--- src/rtl/latch_stage_generic_pkg.sv ---
// Shared CPU-wide constants for the pipeline boundary latches, plus the
// per-edge action decode used by latch_stage_generic.
package latch_stage_generic_pkg;

  localparam logic STALL_ENABLE  = 1'b1;
  localparam logic STALL_DISABLE = 1'b0;
  localparam logic RESET_ENABLE  = 1'b1;
  localparam logic WRITE_DISABLE = 1'b0;

  localparam int STAGE_IF_ID  = 1;
  localparam int STAGE_ID_EX  = 2;
  localparam int STAGE_EX_MEM = 3;
  localparam int STAGE_MEM_WB = 4;

  localparam logic [7:0] OPERATOR_NOP = 8'h00;

  // Bubble payloads: operator in the low byte, write enables cleared above it.
  localparam logic [31:0] NOP_IF_ID  = {24'h0, OPERATOR_NOP};
  localparam logic [31:0] NOP_ID_EX  = {{23{1'b0}}, WRITE_DISABLE, OPERATOR_NOP};
  localparam logic [31:0] NOP_EX_MEM = {{22{1'b0}}, WRITE_DISABLE, WRITE_DISABLE, OPERATOR_NOP};
  localparam logic [31:0] NOP_MEM_WB = {{23{1'b0}}, WRITE_DISABLE, OPERATOR_NOP};

  typedef enum logic [2:0] {
    ACT_RESET,
    ACT_FLUSH,
    ACT_BUBBLE,
    ACT_HOLD,
    ACT_ADVANCE
  } stage_action_e;

  function automatic stage_action_e decodeAction(input logic rst, input logic flush,
                                                 input logic s, input logic n);
    if (rst == RESET_ENABLE)                            return ACT_RESET;
    else if (flush)                                     return ACT_FLUSH;
    else if (s == STALL_ENABLE && n == STALL_DISABLE)   return ACT_BUBBLE;
    else if (s == STALL_ENABLE)                         return ACT_HOLD;
    else                                                return ACT_ADVANCE;
  endfunction

endpackage

--- src/rtl/latch_stage_generic_sat_counter.sv ---
// Unsigned saturating event counter with synchronous reset and clear.
module sat_counter #(
  parameter int WIDTH = 16
) (
  input  logic             clock,
  input  logic             reset,
  input  logic             clear,
  input  logic             inc,
  output logic [WIDTH-1:0] count
);
  import latch_stage_generic_pkg::*;

  logic [WIDTH-1:0] r_count;

  // Clear wins over a same-cycle increment; the count sticks at all-ones.
  always_ff @(posedge clock) begin
    if (reset == RESET_ENABLE) begin
      r_count <= '0;
    end else if (clear) begin
      r_count <= '0;
    end else if (inc && (r_count != {WIDTH{1'b1}})) begin
      r_count <= r_count + 1'b1;
    end
  end

  assign count = r_count;

endmodule

--- src/rtl/latch_stage_generic.sv ---
// Generic pipeline boundary register: payload + valid, driven by the stall
// vector, with flush, illegal-stall detection and bubble/hold counters.
module latch_stage_generic
  import latch_stage_generic_pkg::*;
#(
  parameter int                    DATA_WIDTH    = 32,
  parameter int                    STALL_WIDTH   = 6,
  parameter int                    STAGE         = 3,
  parameter logic [DATA_WIDTH-1:0] NOP_PAYLOAD   = {DATA_WIDTH{1'b0}},
  parameter int                    COUNTER_WIDTH = 16
) (
  input  logic                     clock,
  input  logic                     reset,
  input  logic [STALL_WIDTH-1:0]   stall,
  input  logic                     flush,
  input  logic                     in_valid,
  input  logic [DATA_WIDTH-1:0]    in_payload,
  output logic                     out_valid,
  output logic [DATA_WIDTH-1:0]    out_payload,
  input  logic                     counter_clear,
  output logic [COUNTER_WIDTH-1:0] bubble_count,
  output logic [COUNTER_WIDTH-1:0] hold_count,
  output logic                     stall_error
);

  if (STAGE < 0 || STAGE > STALL_WIDTH - 2) begin : g_badStage
    $error("latch_stage_generic: STAGE must be in 0..STALL_WIDTH-2");
  end

  logic                  w_s;
  logic                  w_n;
  logic                  w_unusedStall;
  stage_action_e         w_action;
  logic                  r_valid;
  logic [DATA_WIDTH-1:0] r_payload;
  logic                  r_stallError;

  assign w_s           = stall[STAGE];
  assign w_n           = stall[STAGE+1];
  assign w_unusedStall = ^stall;
  assign w_action      = decodeAction(reset, flush, w_s, w_n);

  // Hold keeps whatever is registered, including a previously flushed bubble.
  always_ff @(posedge clock) begin
    case (w_action)
      ACT_RESET, ACT_FLUSH, ACT_BUBBLE: begin
        r_valid   <= 1'b0;
        r_payload <= NOP_PAYLOAD;
      end
      ACT_HOLD: begin
        r_valid   <= r_valid;
        r_payload <= r_payload;
      end
      default: begin
        r_valid   <= in_valid;
        r_payload <= in_valid ? in_payload : NOP_PAYLOAD;
      end
    endcase
  end

  // Sticky until reset; a monotonic stall vector never has s=0 with n=1.
  always_ff @(posedge clock) begin
    if (reset == RESET_ENABLE) begin
      r_stallError <= 1'b0;
    end else if (!flush && (w_s == STALL_DISABLE) && (w_n == STALL_ENABLE)) begin
      r_stallError <= 1'b1;
    end
  end

  sat_counter #(.WIDTH(COUNTER_WIDTH)) u_bubbleCounter (
    .clock (clock),
    .reset (reset),
    .clear (counter_clear),
    .inc   (w_action == ACT_BUBBLE),
    .count (bubble_count)
  );

  sat_counter #(.WIDTH(COUNTER_WIDTH)) u_holdCounter (
    .clock (clock),
    .reset (reset),
    .clear (counter_clear),
    .inc   (w_action == ACT_HOLD),
    .count (hold_count)
  );

  assign out_valid   = r_valid;
  assign out_payload = r_payload;
  assign stall_error = r_stallError;

endmodule

--- config.mk ---
export PLATFORM = sky130hd
export DESIGN_NAME = latch_stage_generic
export DESIGN_NICKNAME = d
export VERILOG_FILES = /design/src/rtl/latch_stage_generic_pkg.sv /design/src/rtl/latch_stage_generic_sat_counter.sv /design/src/rtl/latch_stage_generic.sv
export SDC_FILE = /design/constraint.sdc
export NUM_CORES = 1
export LEC_CHECK = 0
export BUFFER_PORTS_ARGS = -buffer_cell sky130_fd_sc_hd__clkbuf_2
export CAP_MARGIN = 40
export CORE_AREA = 2 2 89 91
export DETAILED_ROUTE_END_ITERATION = 6
export DIE_AREA = 0 0 91 93
export MAX_ROUTING_LAYER = met4
export PLACE_DENSITY = 0.66
export SLEW_MARGIN = 20
export SYNTH_ARGS = -nofsm -noshare
export SYNTH_HDL_FRONTEND = slang
export SYNTH_SLANG_ARGS = --single-unit
export TNS_END_PERCENT = 5
--- constraint.sdc ---
create_clock -name clock -period 2.5 [get_ports clock]
set_input_delay 0.125 -clock clock [delete_from_list [all_inputs] [get_ports clock]]
set_output_delay 0.125 -clock clock [all_outputs]
set_load 0.05 [all_outputs]
After elaboration in Yosys (flattened, before gate mapping)
Cells that the tools add are included.

Input port bits: 43. Output and inout bits: 66. Logic and storage cells: 30. Register bits: 66.

Mux-type cells: 7. Bitwise gates (word level): 2. Add/subtract/negate cells: 2. Eq/ne operators: 5. Reductions and logical operators: 9.

Operator list (number): $pmux W32 S2 (1); $add A16 B1 Y16 const B (2); $mux W32 (1); $ne A16 B16 Y1 const B (2); $mux W3 (4); $eq A3 B2 Y1 const B (2); $logic_and A1 B1 Y1 (5); $eq A3 B1 Y1 const B (1); $logic_not A3 Y1 (1); $reduce_or A3 Y1 (1); $not A1 Y1 (2); $pmux W1 S2 (1); $reduce_or A2 Y1 (1); $logic_not A1 Y1 (1).

Longest topological paths before layout
Gate-level depths: netlist of the first run.

Depth in word-level cells: 8. Gate-level depth with buffers: 8. Gate-level depth less buffers: 5.

Hierarchy
Synthesis of the first run repeated with hierarchy kept, for this count alone.

Cells, all modules: 292. Area total of the unflattened synthesis: 3484.6 um^2.

By module, submodules not included: sat_counter (cells each 102, area each 917.1 um^2, times used 2, sequential area each 320.3 um^2); latch_stage_generic (cells each 88, area each 1650.3 um^2, times used 1, sequential area each 1011.0 um^2).

Worst setup path before layout of the first run
OpenSTA, ideal clock, no wires.

Path type: register to register. Start point: register u_bubbleCounter.r_count[0] (netlist: u_bubbleCounter.count[0]). End point: register u_bubbleCounter.r_count[8] (netlist: u_bubbleCounter.count[8]). Cell stages (with the launch flop): 7. Path buffers: 1. Clock period less this slack: 2.327 ns. Arrival time: 2.257 ns. Setup slack: 0.173 ns. Library setup time: 0.070 ns. Cell sequence: dfxtp_1 > ha_1 > nand4_1 > or3_1 > clkbuf_1 > or4_1 > a21oi_1.

Word-level cells in the longest chain between the ends: 2.

Ends and longest elaborated chain: start, declared (RTL line latch_stage_generic_sat_counter.sv:13) `logic [WIDTH-1:0] r_count;`; start signal, assigned (RTL line latch_stage_generic_sat_counter.sv:22) `r_count <= r_count + 1'b1;`; parallel branches: the longest is 2 deep, another holds $add A16 B1 Y16.

Several ways; the timed one is not identified. A chain may end at the register's enable or synchronous reset.

Worst setup path in the final report of the first run
Start point: register u_bubbleCounter.r_count[1] (netlist: u_bubbleCounter.count[1]). End point: register u_bubbleCounter.r_count[8] (netlist: u_bubbleCounter.count[8]).

The elaborated chain is that of the path after synthesis.

==> results of run 1 <==
[cell families (layout without fill, tap and decap cells)]
logic type,count (synthesis),after routing,share of synthesized area (%)
simple gates,141,141,27.1
mux,8,8,2.70
fa+ha+maj,2,2,0.843
buf+inv,19,131,2.53
flops,66,66,55.6
compound gates,53,53,11.2
[routing by layer]
| layer | GRT usage (%) | routed length [um] |
|---|---|---|
| met3 | 4.59 | 471 |
| met2 | 25.5 | 3080 |
| met4 | 5.30 | 60 |
| met5 | - | 0 |
| met1 | 20.0 | 3010 |
[where the power goes]
part / switching (mW) / internal [mW]
Sequential: 0.00798 / 1.16
Clock: 0.384 / 0.355
Combinational: 0.151 / 0.0548
Total: 0.543 / 1.57
[cells in the mapped netlist, drive strengths merged, types with 3 or more instances]
library cell  instances
inv                   4
nand4                 6
nor2                  9
dfxtp                33
a21oi                22
or4                  10
nor4                  4
clkbuf               12
o21ai                 7
edfxtp               33
mux2i                 8
a211oi                6
or3                  16
nand2                26
and3                  7
buf                   3
nor3                  7
and2                 34
nand3                12
o31ai                10
[path summary, 6_finish.rpt]
check,from,slack [ps],depth (start not counted),to
worst max register to register,u_bubbleCounter.count[1],380,5,u_bubbleCounter.count[8]
worst min register to register,stall_error,480,2,stall_error
worst max-delay path,u_bubbleCounter.count[1],380,5,u_bubbleCounter.count[8]
worst min-delay path,in_payload[29],70,2,out_payload[29]
[metrics by stage]
step           cell area [um^2]  setup slack [ps]  utilization, %  instances
2_1_floorplan              2970               173               -        289
3_3_place_gp               3610               237            48.0        487
3_5_place_dp               3610               180            48.0        487
4_1_cts                    3770               387            50.1        503
5_1_grt                    3770               231            50.1        503
6_report                   3770               382            50.1        503
[flip-flops by register name (all words and copies together) (netlist names)]
| name | count |
|---|---|
| out_payload | 32 |
| u_bubbleCounter.count | 16 |
| u_holdCounter.count | 16 |
| out_valid | 1 |
| stall_error | 1 |
[final cells by class]
type	count	share of cell area (%)
multi-input combinational	204	32.9
inverter	4	0.398
clock inverter	5	0.829
tap	102	3.38
clock buffer	11	3.48
timing repair buffer	111	15.2
sequential	66	43.8
[placed cells by master, fill, tap and decap left out, types with 3 or more instances in the layout]
| master | Yosys | final |
|---|---|---|
| clkbuf_2 | 0 | 104 |
| and2_1 | 34 | 34 |
| edfxtp_1 | 33 | 33 |
| dfxtp_1 | 33 | 33 |
| nand2_1 | 26 | 26 |
| a21oi_1 | 22 | 22 |
| or3_1 | 16 | 16 |
| nand3_1 | 12 | 12 |
| or4_1 | 10 | 10 |
| o31ai_1 | 10 | 10 |
| nor2_1 | 9 | 9 |
| clkbuf_8 | 0 | 9 |
| mux2i_1 | 8 | 8 |
| and3_1 | 7 | 7 |
| o21ai_0 | 7 | 7 |
| nor3_1 | 7 | 7 |
| buf_4 | 0 | 7 |
| nand4_1 | 6 | 6 |
| a211oi_1 | 6 | 6 |
| nor4_1 | 4 | 4 |
| inv_1 | 3 | 3 |
==> impl_metrics.tcl, run 1 <==
set metrics [dict create \
    status "finished, final reports clean" \
    crit_type "reg2reg" \
    clock_sinks 66 \
    grt_overflow_total 0 \
    rows 32 \
    core_mm2 0.00753 \
    final.setup.tns_ps 0 \
    routabilityCongestion 0.789 \
    track_usage_pct 16.1 \
    synth_top_area_cell "edfxtp_1" \
    grt_pass1_vias 2264 \
    grt_antenna_before_repair 0 \
    crit_chain "ha_1 > nand4_1 > or3_1 > or4_1 > a21oi_1" \
    final_nets 441 \
    static-leakage-power_nw 1.53 \
    seq_area_mm2 0.00165 \
    synth.distinct_cells 36 \
    post_cts_buffers 0 \
    async_reset_ff_share_pct 0 \
    antennaDiodeCount 0 \
    wl_per_cell_um 13.2 \
    final_hold_viol_count 0 \
    path_buf_inv 0 \
    hold_class "in2reg" \
    synth_nets 334 \
    route.vias.total 2577 \
    die_x_um 91 \
    setup-violations-final 0 \
    ys_seq_elements 66 \
    die_area_mm2 0.00846 \
    multi_input_area_mm2 0.00124 \
    worstPathRequired_ps 2750 \
    pwr_density_cell_mw_per_mm2 561 \
    cts_tree "yes" \
    clockBufferDepth 2 \
    n_fill_cell 746 \
    yosysTopAreaCellShare_pct 33.4 \
    drt_iter0_markers 99 \
    critPathMaxFanout 7 \
    cts_root_buf "clkbuf_8" \
    max-cap-violations 0 \
    yosysSeqAreaShare_pct 55.6 \
    end_kind "flip-flop" \
    start_util_pct 39.4 \
    whs_ps 67.3 \
    rsz0062_at_grt "false" \
    total_power_mw 2.11 \
    fmax_mhz 472 \
    clk_latency_ps 330 \
    post-dp-hpwl_mm 4.80 \
    cts_resized 0 \
    via_per_inst 5.12 \
    worst_clock_skew_ps 9.07 \
    cp.arrival_ps 2370 \
    critPathSlowestCell "or3_1" \
    cpPeakStageDelay_ps 520 \
    syn_to_final_growth_pct 27.1 \
    cts_buffers 9 \
    cts_max_level 3 \
    wl_mm 6.62 \
    grt_pass1_wl_mm 10.7 \
    period_share_pct 84.7 \
    synth_area_leaders "edfxtp_1 33%, dfxtp_1 22%, and2_1 7.2%, a21oi_1 3.7%, or3_1 3.4%" \
    cts-hold-fix-buffers 0 \
    synth_edf_count 33 \
    path_clk_slew_ps 70 \
    maxSlewViolCount 0 \
    layout_min_cycle_time_ps 2120 \
    drc 0 \
    max_slew_margin_pct 46.9 \
    chipHeight_um 93 \
    grt_max_degree 38 \
    syn_inst 289 \
    drtAntennaViolNets 0 \
    drive_above_1_share_pct 31.7 \
    ys.flop_type "edfxtp_1" \
    syn_avg_cell_area_um2 10.3 \
    critPathTopFamily "simple AND/OR/NAND/NOR gates" \
    io_pins 109 \
    cp-start-kind "flip-flop" \
    tightest_slew_ps 796 \
    syn_area_mm2 0.00297 \
    io_buffers 104 \
    dr.pass1.iters 4 \
    max-vdd-ir-drop_mv 0.232 \
    ys_warn_count 0 \
]
No activity file was read; power rests on OpenSTA's default activity.
==> run 2, diff against run 1 <==
- PLACE_DENSITY: 0.66 -> 0.69
- clock period: 2.5 -> 1.8 ns (I/O delays scaled with it)
==> run 2 against run 1 <==
Register-to-register slack got worse by 310 ps. Total power rose by 55%. Critical path depth did not move. Die area did not move. Highest routed layer unchanged. Final cell count rose by 5.0%.
==> impl_metrics.tcl, run 2 (synthesis results as in run 1) <==
set metrics [dict create \
    crit_start "u_bubbleCounter.count[1]" \
    dr.pass1.iters 4 \
    chipHeight_um 93 \
    die_area_mm2 0.00846 \
    setup-violations-final 0 \
    max-vdd-ir-drop_mv 0.415 \
    drt_iter0_markers 68 \
    end_kind "flip-flop" \
    post_cts_buffers 0 \
    fin_cells 528 \
    via_per_inst 5.16 \
    drc 0 \
    clock_sinks 66 \
    tightest_slew_ps 451 \
    maxSlewViolCount 0 \
    cts_buffers 9 \
    largest_reg_flops 32 \
    grt_max_degree 37 \
    rsz0062_at_grt "false" \
    grt_antenna_before_repair 0 \
    fmax_mhz 577 \
    wl_per_cell_um 13.4 \
    grt_pass1_vias 2520 \
    period_share_pct 96.3 \
    rows 32 \
    post-dp-hpwl_mm 5.27 \
    cp-start-kind "flip-flop" \
    track_usage_pct 17.2 \
    clk_latency_ps 340 \
    crit_type "reg2reg" \
    cts_max_level 3 \
    core_mm2 0.00753 \
    n_fill_cell 703 \
    hold_class "in2reg" \
    cp.arrival_ps 2000 \
    grt_pass1_wl_mm 11.5 \
    final.setup.tns_ps 0 \
    total_power_mw 3.28 \
    mostFrequentLayoutCells "104 x clkbuf_2, 34 x and2_1, 33 x edfxtp_1, 31 x buf_4, 26 x nand2_1" \
    path_clk_slew_ps 70 \
    max-cap-violations 0 \
    cpPeakStageDelay_ps 480 \
    cts_tree "yes" \
    status "finished, final reports clean" \
    route.vias.total 2726 \
    drive_above_1_share_pct 42.3 \
    design_area_mm2 0.00411 \
    grt_overflow_total 0 \
    cts_resized 0 \
    crit_chain "ha_4 > nand4_1 > or3_4 > or4_4 > a21oi_2" \
    hold_depth 2 \
    layout_min_cycle_time_ps 1730 \
    r2r_end "u_bubbleCounter.count[8]" \
    final_hold_viol_count 0 \
    final_nets 466 \
    die_x_um 91 \
    critPathSlowestCell "or4_4" \
    worstPathRequired_ps 2060 \
    worst_clock_skew_ps 10.8 \
    start_util_pct 39.4 \
    layout_commonest_cell "clkbuf_2" \
    critPathMaxFanout 3 \
    crit_path_end "u_bubbleCounter.count[8]" \
    routabilityCongestion 0.856 \
    whs_ps 26.4 \
    clockBufferDepth 2 \
    r2r-start "u_bubbleCounter.count[1]" \
    cts-hold-fix-buffers 0 \
    antennaDiodeCount 0 \
    drtAntennaViolNets 0 \
    reg2regPathDepth 5 \
    r2r_slack_ps 70 \
    io_pins 109 \
    max_slew_margin_pct 69.9 \
    place_inst 512 \
    static-leakage-power_nw 1.71 \
    cts_root_buf "clkbuf_8" \
    io_buffers 104 \
    place_area_mm2 0.00386 \
    syn_to_final_growth_pct 38.5 \
    pwr_density_cell_mw_per_mm2 798 \
    wl_mm 7.09 \
]
==> run 2: changes by cell type in the layout (fill, tap and decap cells not counted), sizes merged <==
cell	delta
clkinv	-1
bufinv	+2
clkbuf	-1
buf	+25
==> run 2: worst min-delay path by stage <==
stage	start	to	slack, ps
2_1_floorplan	counter_clear	u_bubbleCounter.count[0]	260
3_3_place_gp	in_payload[25]	out_payload[25]	370
5_1_grt	in_payload[31]	out_payload[31]	10
4_1_cts	in_payload[29]	out_payload[29]	4
3_5_place_dp	in_payload[29]	out_payload[29]	370
6_report	in_payload[23]	out_payload[23]	30
==> run 2: worst max-delay path, delay by kind of cell, from the launching register on <==
| family | cells | cell delay [ps] |
|---|---|---|
| compound gates | 1 | 120 |
| simple gates | 3 | 1030 |
| fa+ha+maj | 1 | 140 |
| flops | 1 | 370 |
==> run 2: report_power, final <==
part	switching (mW)	internal [mW]	leakage [nW]
sequential	0.0102	1.61	0.666
combinational	0.216	0.0883	0.944
clock	0.573	0.785	0.103
total	0.800	2.48	1.71
==> run 2: stage by stage <==
| step | utilization [%] | worst slack (ps) |
|---|---|---|
| global route | 54.6 | 5.37 |
| global placement | 51.3 | -218 |
| detailed placement | 51.3 | -240 |
| floorplan | - | -163 |
| CTS | 54.3 | 45.5 |
| finish | 54.6 | 67.3 |
==> run 2: cell type report <==
type | count | area [um^2] | share of cell area [%]
Sequential cell | 66 | 1680 | 40.8
Inverter | 4 | 20.0 | 0.487
Timing Repair Buffer | 136 | 773 | 18.8
Clock inverter | 6 | 92.6 | 2.25
Clock buffer | 10 | 128 | 3.10
Tap cell | 102 | 128 | 3.10
Multi-Input combinational cell | 204 | 1290 | 31.4
==> run 2: per-layer routing <==
| layer | global-route usage, % | vias up | part of all wire [%] |
|---|---|---|---|
| met5 | - | - | 0 |
| met2 | 27.8 | 110 | 46 |
| met1 | 21.1 | 1264 | 47 |
| met4 | 6.19 | 0 | 0.86 |
| met3 | 4.51 | 6 | 6.2 |
| li1 | - | 1346 | - |
